$ cat src/rtl/regfile_multiport_pkg.sv
// regfile_multiport_pkg
//   Shared definitions for the multiport register file:
//   - clr_state_e : clear-engine states (IDLE, CLEAR)
//   - DEF_DATA_W / DEF_ADDR_W : default word and index widths
//   - depth_of()  : number of entries addressed by an index of a given width
package regfile_multiport_pkg;

  typedef enum logic {
    IDLE  = 1'b0,
    CLEAR = 1'b1
  } clr_state_e;

  localparam int DEF_DATA_W = 16;
  localparam int DEF_ADDR_W = 4;

  function automatic int depth_of(input int addr_w);
    return 1 << addr_w;
  endfunction

endpackage

$ cat src/rtl/regfile_decoder.sv
// regfile_decoder
//   Parametrised ADDR_W-to-2^ADDR_W one-hot decoder with enable.
//   Ports:
//     i_en   : enable; when low every wordline is low
//     i_addr : index to decode
//     o_wl   : one-hot wordline, bit i_addr set when enabled
module regfile_decoder
  import regfile_multiport_pkg::*;
#(
  parameter int ADDR_W = DEF_ADDR_W
) (
  input  logic                          i_en,
  input  logic [ADDR_W-1:0]             i_addr,
  output logic [depth_of(ADDR_W)-1:0]   o_wl
);

  always_comb begin
    o_wl = '0;
    if (i_en) begin
      o_wl[i_addr] = 1'b1;
    end
  end

endmodule

$ cat src/rtl/regfile_multiport.sv
// regfile_multiport
//   2^ADDR_W x DATA_W register file with one write port, NUM_RD registered
//   read ports, same-cycle write-to-read bypass, optional hardwired zero
//   entry and a sequential clear engine (one entry zeroed per cycle).
//   Ports:
//     clk, rst  : clock (rising edge), synchronous active-high reset
//     wr_en/wr_addr/wr_data : write request
//     rd_en     : per-port read request (NUM_RD bits)
//     rd_addr   : packed read indices, port p at [p*ADDR_W +: ADDR_W]
//     rd_data   : packed registered read data, port p at [p*DATA_W +: DATA_W]
//     clr_req   : request to zero every entry
//     busy      : clear in progress
//     wr_drop   : write presented while busy and therefore discarded
module regfile_multiport
  import regfile_multiport_pkg::*;
#(
  parameter int DATA_W   = DEF_DATA_W,
  parameter int ADDR_W   = DEF_ADDR_W,
  parameter int NUM_RD   = 2,
  parameter int ZERO_REG = 1
) (
  input  logic                       clk,
  input  logic                       rst,
  input  logic                       wr_en,
  input  logic [ADDR_W-1:0]          wr_addr,
  input  logic [DATA_W-1:0]          wr_data,
  input  logic [NUM_RD-1:0]          rd_en,
  input  logic [NUM_RD*ADDR_W-1:0]   rd_addr,
  output logic [NUM_RD*DATA_W-1:0]   rd_data,
  input  logic                       clr_req,
  output logic                       busy,
  output logic                       wr_drop
);

  localparam int                DEPTH    = depth_of(ADDR_W);
  localparam logic [ADDR_W-1:0] LAST_IDX = ADDR_W'(DEPTH - 1);
  localparam logic [ADDR_W-1:0] ZERO_IDX = '0;

  clr_state_e        r_state;
  clr_state_e        w_state_nxt;
  logic [ADDR_W-1:0] r_cnt;
  logic [ADDR_W-1:0] w_cnt_nxt;

  logic [DATA_W-1:0] r_mem [DEPTH];

  logic [DEPTH-1:0]  w_wr_wl;
  logic [DEPTH-1:0]  w_clr_wl;
  logic              w_busy;
  logic              w_wr_zero;
  logic              w_wr_ok;

  assign w_busy    = (r_state == CLEAR);
  // With a hardwired zero entry, writes to index 0 are silently absorbed:
  // they neither update storage nor bypass, and they are not counted as drops.
  assign w_wr_zero = (ZERO_REG != 0) && (wr_addr == ZERO_IDX);
  assign w_wr_ok   = wr_en && !w_busy && !w_wr_zero;

  assign busy    = w_busy;
  assign wr_drop = wr_en && w_busy;

  regfile_decoder #(
    .ADDR_W (ADDR_W)
  ) u_wr_dec (
    .i_en   (w_wr_ok),
    .i_addr (wr_addr),
    .o_wl   (w_wr_wl)
  );

  // The clear engine reuses the decoder to select the entry being zeroed.
  regfile_decoder #(
    .ADDR_W (ADDR_W)
  ) u_clr_dec (
    .i_en   (w_busy),
    .i_addr (r_cnt),
    .o_wl   (w_clr_wl)
  );

  // ---- clear engine: next state ----
  always_comb begin
    w_state_nxt = r_state;
    w_cnt_nxt   = r_cnt;
    case (r_state)
      IDLE: begin
        if (clr_req) begin
          w_state_nxt = CLEAR;
          w_cnt_nxt   = '0;
        end
      end
      CLEAR: begin
        // Counter wraps to 0 naturally on the terminal increment.
        w_cnt_nxt = r_cnt + ADDR_W'(1);
        if (r_cnt == LAST_IDX) begin
          w_state_nxt = IDLE;
        end
      end
      default: begin
        w_state_nxt = IDLE;
        w_cnt_nxt   = '0;
      end
    endcase
  end

  // ---- clear engine: state register ----
  always_ff @(posedge clk) begin
    if (rst) begin
      r_state <= IDLE;
      r_cnt   <= '0;
    end else begin
      r_state <= w_state_nxt;
      r_cnt   <= w_cnt_nxt;
    end
  end

  // ---- storage ----
  // Clear and write wordlines never overlap: writes are only accepted
  // while the clear engine is idle.
  always_ff @(posedge clk) begin
    if (rst) begin
      for (int i = 0; i < DEPTH; i++) begin
        r_mem[i] <= '0;
      end
    end else begin
      for (int i = 0; i < DEPTH; i++) begin
        if (w_clr_wl[i]) begin
          r_mem[i] <= '0;
        end else if (w_wr_wl[i]) begin
          r_mem[i] <= wr_data;
        end
      end
    end
  end

  // ---- read ports ----
  for (genvar p = 0; p < NUM_RD; p++) begin : g_rd
    logic [ADDR_W-1:0] w_addr;
    logic [DATA_W-1:0] w_rdata;
    logic [DATA_W-1:0] r_data;

    assign w_addr = rd_addr[p*ADDR_W +: ADDR_W];

    // Priority: clear forces 0, then bypass of the accepted write, then the
    // zero entry, then storage. w_wr_ok already excludes index 0 when the
    // zero entry is enabled, so bypass never reaches it.
    always_comb begin
      w_rdata = r_mem[w_addr];
      if (w_busy) begin
        w_rdata = '0;
      end else if (w_wr_ok && (wr_addr == w_addr)) begin
        w_rdata = wr_data;
      end else if ((ZERO_REG != 0) && (w_addr == ZERO_IDX)) begin
        w_rdata = '0;
      end
    end

    always_ff @(posedge clk) begin
      if (rst) begin
        r_data <= '0;
      end else if (rd_en[p]) begin
        r_data <= w_rdata;
      end
    end

    assign rd_data[p*DATA_W +: DATA_W] = r_data;
  end

endmodule

$ cat config.mk
export PLATFORM = sky130hd
export DESIGN_NAME = regfile_multiport
export DESIGN_NICKNAME = d
export VERILOG_FILES = /design/src/rtl/regfile_multiport_pkg.sv /design/src/rtl/regfile_decoder.sv /design/src/rtl/regfile_multiport.sv
export SDC_FILE = /design/constraint.sdc
export NUM_CORES = 1
export LEC_CHECK = 0
export ABC_AREA = 1
export CAP_MARGIN = 40
export CORE_AREA = 2 2 166 168
export CTS_BUF_LIST = sky130_fd_sc_hd__clkbuf_2 sky130_fd_sc_hd__clkbuf_4 sky130_fd_sc_hd__clkbuf_8
export DETAILED_ROUTE_END_ITERATION = 7
export DIE_AREA = 0 0 168 170
export PLACE_DENSITY_LB_ADDON = 0.1
export SLEW_MARGIN = 10
export SYNTH_ARGS = -nofsm -noshare
export SYNTH_HDL_FRONTEND = slang
export SYNTH_HIERARCHICAL = 1
export SYNTH_SLANG_ARGS = --single-unit
$ cat constraint.sdc
create_clock -name clk -period 3.9 [get_ports clk]
set_input_delay 0.585 -clock clk [delete_from_list [all_inputs] [get_ports clk]]
set_output_delay 0.585 -clock clk [all_outputs]
set_load 0.05 [all_outputs]
Word level (Yosys, flattened, before mapping)
Memories as Yosys holds them, arrays and structs flattened.
Cells that the tools add are included.
{"block": "word_totals", "in_bits": 34, "elab_cells": 222, "ramBits": 256, "memories": 1, "out_inout_bits": 34, "reg_bits": 37}
{"block": "classes", "n_addsub": 1, "n_eq_ne": 4, "bitwise_logic": 33, "muxes": 163, "n_lt_le_gt_ge": 4, "n_reduce_logical": 12}
{"memory": "r_mem", "words": 16, "width": 16, "rd": 2, "rd_clocked_by_memory_dff": 0, "write_ports": 16, "line_no": "regfile_multiport.sv:44", "rtl": "logic [DATA_W-1:0] r_mem [DEPTH];"}
{"cell": "$mux 16", "count": 40}
{"cell": "$mux 1", "count": 118}
{"cell": "$or 1x1->1", "count": 32}
{"cell": "$logic_not 4->1", "count": 3}
{"cell": "$lt 4x5->1 const B", "count": 2}
{"cell": "$demux 1 s4", "count": 2}
{"cell": "$eq 4x4->1", "count": 2}
{"cell": "$ge 4x1->1 const B", "count": 2}
{"cell": "$pmux 4 s2", "count": 1}
{"cell": "$logic_and 1x1->1", "count": 7}
{"cell": "$add 4x1->4 const B", "count": 1}
{"cell": "$eq 4x4->1 const B", "count": 1}
{"cell": "$mux 4", "count": 1}
{"cell": "$logic_not 1->1", "count": 2}
{"cell": "$ne 2x2->1 const B", "count": 1}
{"cell": "$pmux 1 s2", "count": 1}
{"cell": "$not 1->1", "count": 1}

Longest topological paths before layout
{"block": "depth", "word_depth": 10, "ltp_mapped": 14, "ltp_nobuf": 12}

By module
The synthesis kept the hierarchy.
{"mod": "regfile_multiport", "seq_area_each_um2": 8428.1, "instances": 1, "area_each_um2": 16822.4, "cells_per_inst": 2250}
{"mod": "regfile_decoder (u_wr_dec)", "seq_area_each_um2": 0.0, "instances": 1, "area_each_um2": 126.4, "cells_per_inst": 32}
{"mod": "regfile_decoder (u_clr_dec)", "seq_area_each_um2": 0.0, "instances": 1, "area_each_um2": 110.1, "cells_per_inst": 28}

Least setup slack after synthesis
Ideal clock, no wire load.
{"block": "synth_timing", "path_type": "register to register", "from": "register r_state (netlist: busy)", "to": "memory r_mem[8][0] in the netlist's numbering, enable pin", "n_path_buf": 2, "t_arrival_ns": 2.241, "t_required_ns": 3.483, "synth_period_minus_slack_ns": 2.658, "setup_slack_ns": 1.242, "path_stages_with_launch": 10, "setup_time_ns": 0.417, "path_cell_list": "dfxtp_1 > buf_2 > nor2_1 > nand2_1 > inv_1 > nand3_1 > nor2_1 > nand3_1 > clkbuf_1 > nand3_1"}
{"element": "start: declaration", "line_no": "regfile_multiport.sv:39", "rtl": "clr_state_e r_state;"}
{"element": "start signal: assignment", "line_no": "regfile_multiport.sv:109", "rtl": "r_state <= w_state_nxt;"}
{"element": "end: declaration", "line_no": "regfile_multiport.sv:44"}

Final worst setup path
{"block": "layout_timing", "from": "register r_state (netlist: busy)", "to": "output port wr_drop"}
{"block": "layout_between", "elab_chain_len": 1}
{"element": "$logic_and 1x1->1", "line_no": "regfile_multiport.sv:59", "rtl": "assign wr_drop = wr_en && w_busy;"}
{"element": "end: declaration", "line_no": "regfile_multiport.sv:32", "rtl": "output logic wr_drop"}
Every way passes these cells.

==> report_table.html <==
<table>
<tr><th>Metric</th><th>Value</th></tr>
<tr><th colspan="2">Status</th></tr>
<tr><td>Status</td><td>completed</td></tr>
<tr><th colspan="2">Clock tree</th></tr>
<tr><td>Root Buffer Master</td><td>sky130_fd_sc_hd__clkbuf_8</td></tr>
<tr><td>CTS H-Tree Depth</td><td>2</td></tr>
<tr><td>Clock transition time at the flip-flop clock pins of the worst setup and hold paths</td><td>60 ps</td></tr>
<tr><td>CTS Buffer Depth</td><td>3</td></tr>
<tr><td>TritonCTS clock tree</td><td>built</td></tr>
<tr><td>Number of CTS-inserted buffers</td><td>~50</td></tr>
<tr><td>Number of sinks driven by the clock tree</td><td>293</td></tr>
<tr><td>CTS Hold Buffers Added</td><td>0</td></tr>
<tr><td>Post-cts resize count</td><td>0</td></tr>
<tr><td>Number of setup buffers added after CTS</td><td>0</td></tr>
<tr><td>Worst-skew pair later-pin latency</td><td>580 ps</td></tr>
<tr><th colspan="2">STA</th></tr>
<tr><td>Maximum clock frequency</td><td>0.3471 GHz</td></tr>
<tr><td>Slew at the pin closest to its max-slew limit</td><td>934.9 ps</td></tr>
<tr><td>Max transition margin</td><td>around 38%</td></tr>
<tr><td>Final max-slew violation count</td><td>0</td></tr>
<tr><td>Post-layout min period</td><td>between 2000 and 3000 ps</td></tr>
<tr><td>Setup total negative slack</td><td>0 ps</td></tr>
<tr><td>Share of the cycle needed by the critical path after routing</td><td>73.87%</td></tr>
<tr><td>Final-report hold violation count</td><td>0</td></tr>
<tr><td>Unrepaired setup endpoints after global routing</td><td>false</td></tr>
<tr><td>Slack of the critical path</td><td>1019 ps</td></tr>
<tr><td>Total setup violations reported at the end of the flow</td><td>0</td></tr>
<tr><td>Setup Skew</td><td>~22 ps</td></tr>
<tr><th colspan="2">Detailed routing</th></tr>
<tr><td>Drt initial violations</td><td>roughly 3000</td></tr>
<tr><td>Number of detailed-route iterations in the first pass</td><td>6</td></tr>
<tr><td>Remaining antenna violation count after routing</td><td>0</td></tr>
<tr><td>Avg WL per Cell</td><td>just over 20 µm</td></tr>
<tr><td>Post-Route WL</td><td>between 50 and 60 mm</td></tr>
<tr><td>Vias per Instance</td><td>5.916</td></tr>
<tr><td>Via Count</td><td>16092</td></tr>
<tr><td>DRC violations left</td><td>0</td></tr>
<tr><th colspan="2">Worst setup path</th></tr>
<tr><td>Critical path endpoint category</td><td>output pin</td></tr>
<tr><td>FF-to-FF End</td><td>r_mem[3][15]$_SDFFCE_PN0P_</td></tr>
<tr><td>Nature of the critical path startpoint</td><td>register</td></tr>
<tr><td>Slowest cell delay on critical path</td><td>790 ps</td></tr>
<tr><td>Slack of the worst reg-to-reg path</td><td>about 1500 ps</td></tr>
<tr><td>Data arrival, critical path</td><td>~2300 ps</td></tr>
<tr><td>Required @ worst endpoint</td><td>between 3000 and 4000 ps</td></tr>
<tr><td>Crit path max fanout</td><td>9</td></tr>
<tr><td>Worst-path cell chain</td><td>buf_4 &gt; nand2_1 &gt; inv_1 &gt; clkdlybuf4s50_1</td></tr>
<tr><td>Launching point of the worst reg2reg path</td><td>busy$_SDFF_PP0_</td></tr>
<tr><td>Slowest library cell on the worst path</td><td>sky130_fd_sc_hd__clkdlybuf4s50_1</td></tr>
<tr><td>Reg2Reg Depth</td><td>8</td></tr>
<tr><td>Critical path class</td><td>register to output pin</td></tr>
<tr><th colspan="2">Logic synthesis</th></tr>
<tr><td>Post-synthesis instance total</td><td>between 2000 and 2500</td></tr>
<tr><td>Dominant synthesized flop cell</td><td>sky130_fd_sc_hd__edfxtp_1</td></tr>
<tr><td>Ys Warns</td><td>6</td></tr>
<tr><td>Count of state elements after synthesis</td><td>just under 300</td></tr>
<tr><td>Area share of the leading cell type in the synthesized netlist</td><td>45.06%</td></tr>
<tr><td>Share of async-settable or async-resettable flops after synthesis</td><td>0%</td></tr>
<tr><td>Fraction of the mapped netlist area in compound gates</td><td>8.097%</td></tr>
<tr><td>Portion of the post-synthesis area used by sequential elements</td><td>49.41%</td></tr>
<tr><td>Simple-Gate Fraction of Synth Area</td><td>between 30 and 40%</td></tr>
<tr><td>Area of the mapped netlist</td><td>between 0.015 and 0.02 mm²</td></tr>
<tr><td>Largest family of logic cells by synthesized area</td><td>simple AND/OR/NAND/NOR gates</td></tr>
<tr><td>Post-Synth XOR/XNOR Area</td><td>less than 1%</td></tr>
<tr><td>Mux share of post-synthesis cell area</td><td>0%</td></tr>
<tr><td>Number of library cell types mapped by synthesis</td><td>27</td></tr>
<tr><td>Post-Synthesis Mean Instance Area</td><td>between 7 and 8 µm²</td></tr>
<tr><td>Dominant cells by area after synthesis</td><td>sky130_fd_sc_hd__edfxtp_1 (45%), sky130_fd_sc_hd__nand2_1 (15%), sky130_fd_sc_hd__nor2_1 (9.0%)</td></tr>
<tr><td>Cell types with the highest counts after synthesis</td><td>sky130_fd_sc_hd__nand2_1 (672), sky130_fd_sc_hd__nor2_1 (409), sky130_fd_sc_hd__inv_1 (292)</td></tr>
<tr><td>Mapped Nets</td><td>~2300</td></tr>
<tr><td>Most numerous cell in the Yosys netlist</td><td>sky130_fd_sc_hd__nand2_1</td></tr>
<tr><td>Number of flops mapped to enable cells by yosys</td><td>~260</td></tr>
<tr><td>Post-synthesis share of cell area spent on full adders, half adders and majority gates</td><td>0.07335%</td></tr>
<tr><td>Cell type contributing the most total cell area after synthesis</td><td>sky130_fd_sc_hd__edfxtp_1</td></tr>
<tr><th colspan="2">Worst hold path</th></tr>
<tr><td>Class of the tightest hold or removal check</td><td>register to register</td></tr>
<tr><td>Hold Startpoint</td><td>g_rd[1].r_data[8]$_SDFFE_PP0P_</td></tr>
<tr><td>Hold Crit Depth</td><td>2</td></tr>
<tr><td>Hold worst-path end</td><td>g_rd[1].r_data[8]$_SDFFE_PP0P_</td></tr>
<tr><th colspan="2">Power and ir drop</th></tr>
<tr><td>Power per cell area</td><td>approximately 400 mW/mm²</td></tr>
<tr><td>Leakage dissipation</td><td>a little under 9 nW</td></tr>
<tr><td>Max rail drop VDD</td><td>between 0.3 and 0.4 mV</td></tr>
<tr><th colspan="2">Floorplan</th></tr>
<tr><td>Total Die Area</td><td>about 0.029 mm²</td></tr>
<tr><td>Number of placement rows</td><td>60</td></tr>
<tr><td>Height of the die</td><td>around 170 µm</td></tr>
<tr><td>Width of the chip</td><td>approximately 170 µm</td></tr>
<tr><td>Standard cell core area</td><td>roughly 0.027 mm²</td></tr>
<tr><td>Top Ports</td><td>68</td></tr>
<tr><td>Initial Util</td><td>64.01%</td></tr>
<tr><th colspan="2">Layout</th></tr>
<tr><td>Final #Nets</td><td>2378</td></tr>
<tr><td>N_diodes</td><td>0</td></tr>
<tr><td>Share of cells above drive strength 1</td><td>6.810%</td></tr>
<tr><td>Synthesis-to-finish area growth</td><td>10.99%</td></tr>
<tr><td>Filler cells</td><td>~2200</td></tr>
<tr><th colspan="2">GRT</th></tr>
<tr><td>Wire length of the first global-routing pass</td><td>between 80 and 90 mm</td></tr>
<tr><td>Number of antenna violations at the first check in global routing</td><td>0</td></tr>
<tr><td>Global router's overall resource usage</td><td>around two fifths</td></tr>
<tr><td>Via count of the first global-routing pass</td><td>approximately 15000</td></tr>
<tr><td>Sum of overflow across all layers after global routing</td><td>0</td></tr>
<tr><td>Pin count of the biggest net entering global routing</td><td>between 100 and 150</td></tr>
<tr><th colspan="2">Placement</th></tr>
<tr><td>Hpwl dp</td><td>about 38 mm</td></tr>
<tr><td>Pre-CTS setup slack</td><td>about 680 ps</td></tr>
<tr><td>Placer's final routability congestion estimate</td><td>0.9765</td></tr>
<tr><td>Input/output buffers</td><td>67</td></tr>
<tr><th colspan="2">Flow run</th></tr>
<tr><td>Max-cap violation count</td><td>0</td></tr>
</table>
worst max path at each step:
stage,end,slack (ps),startpoint
2_1_floorplan,r_mem[8][0]$_SDFFCE_PN0P_,1240,busy$_SDFF_PP0_
3_3_place_gp,r_mem[3][13]$_SDFFCE_PN0P_,820,rst
3_5_place_dp,r_mem[10][11]$_SDFFCE_PP0P_,680,rst
4_1_cts,wr_drop,1030,busy$_SDFF_PP0_
5_1_grt,wr_drop,950,busy$_SDFF_PP0_
6_report,wr_drop,1020,busy$_SDFF_PP0_
sequential cells by signal (all words and copies together), names as in the netlist:
| register | flops |
|---|---|
| g_rd.r_data | 32 |
| r_mem | 256 |
| r_cnt | 4 |
| busy | 1 |
per-layer routing:
layer	track usage (%)	vias up	share of wire, %
met3	10.93	157	15
met4	16.64	0	4.5
met1	58.37	7316	40
met5	0	-	0
met2	54.85	1224	40
li1	-	7395	-
critical path, delay by kind of cell, from the launching register on:
| family | cells | cell delay, ps |
|---|---|---|
| buf+inv | 3 | 1110 |
| simple gates | 1 | 80 |
| flops | 1 | 530 |
through the flow:
stage          utilization (%)  cell area, µm²  instances  hold WS (ps)  power, mW
6_report                 71.05           18930       2720         467.1      7.554
5_1_grt                  71.05           18930       2720         494.0      7.769
4_1_cts                  71.05           18930       2720         468.9      7.515
3_5_place_dp             67.25           17920       2633         459.9      4.732
3_3_place_gp             66.61           17750       2622         454.1      4.691
2_1_floorplan                -           17060       2310         479.4      4.334
logic make-up (layout without fill, tap and decap cells):
| kind of cell | Yosys count | count (layout) |
|---|---|---|
| and+or+nand+nor | 1314 | 1314 |
| buffers and inverters | 448 | 517 |
| xor gates and xnor gates | 6 | 6 |
| AOI/OAI and AO/OA | 248 | 248 |
| adders and majority gates | 1 | 1 |
| DFF | 293 | 293 |
cells in the final DEF (no fill, tap or decap), types with 16 or more instances in the layout:
| cell | instances |
|---|---|
| sky130_fd_sc_hd__nand2_1 | 672 |
| sky130_fd_sc_hd__nor2_1 | 409 |
| sky130_fd_sc_hd__inv_1 | 292 |
| sky130_fd_sc_hd__edfxtp_1 | 256 |
| sky130_fd_sc_hd__nand3_1 | 222 |
| sky130_fd_sc_hd__o21ai_0 | 94 |
| sky130_fd_sc_hd__a21oi_1 | 76 |
| sky130_fd_sc_hd__clkdlybuf4s50_1 | 63 |
| sky130_fd_sc_hd__o211ai_1 | 56 |
| sky130_fd_sc_hd__clkbuf_8 | 56 |
| sky130_fd_sc_hd__buf_4 | 51 |
| sky130_fd_sc_hd__dfxtp_1 | 37 |
| sky130_fd_sc_hd__o21ai_1 | 22 |
| sky130_fd_sc_hd__clkbuf_4 | 16 |
final cells by class:
class	count	area [µm²]	area share [%]
clock buffer	72	890.9	4.705
sequential	293	8428	44.51
clock inverter	15	121.4	0.6410
tap	341	426.7	2.253
inverter	300	1131	5.974
multi-input combinational	1569	6691	35.34
timing repair buffer	130	1245	6.575
power breakdown:
group / internal (mW) / switching, mW / total (mW)
Combinational: 0.310 / 0.825 / 1.14
Sequential: 3.52 / 0.0581 / 3.58
Clock: 1.59 / 1.25 / 2.84
Total: 5.42 / 2.13 / 7.55
Power figures use the tool's default switching activity.
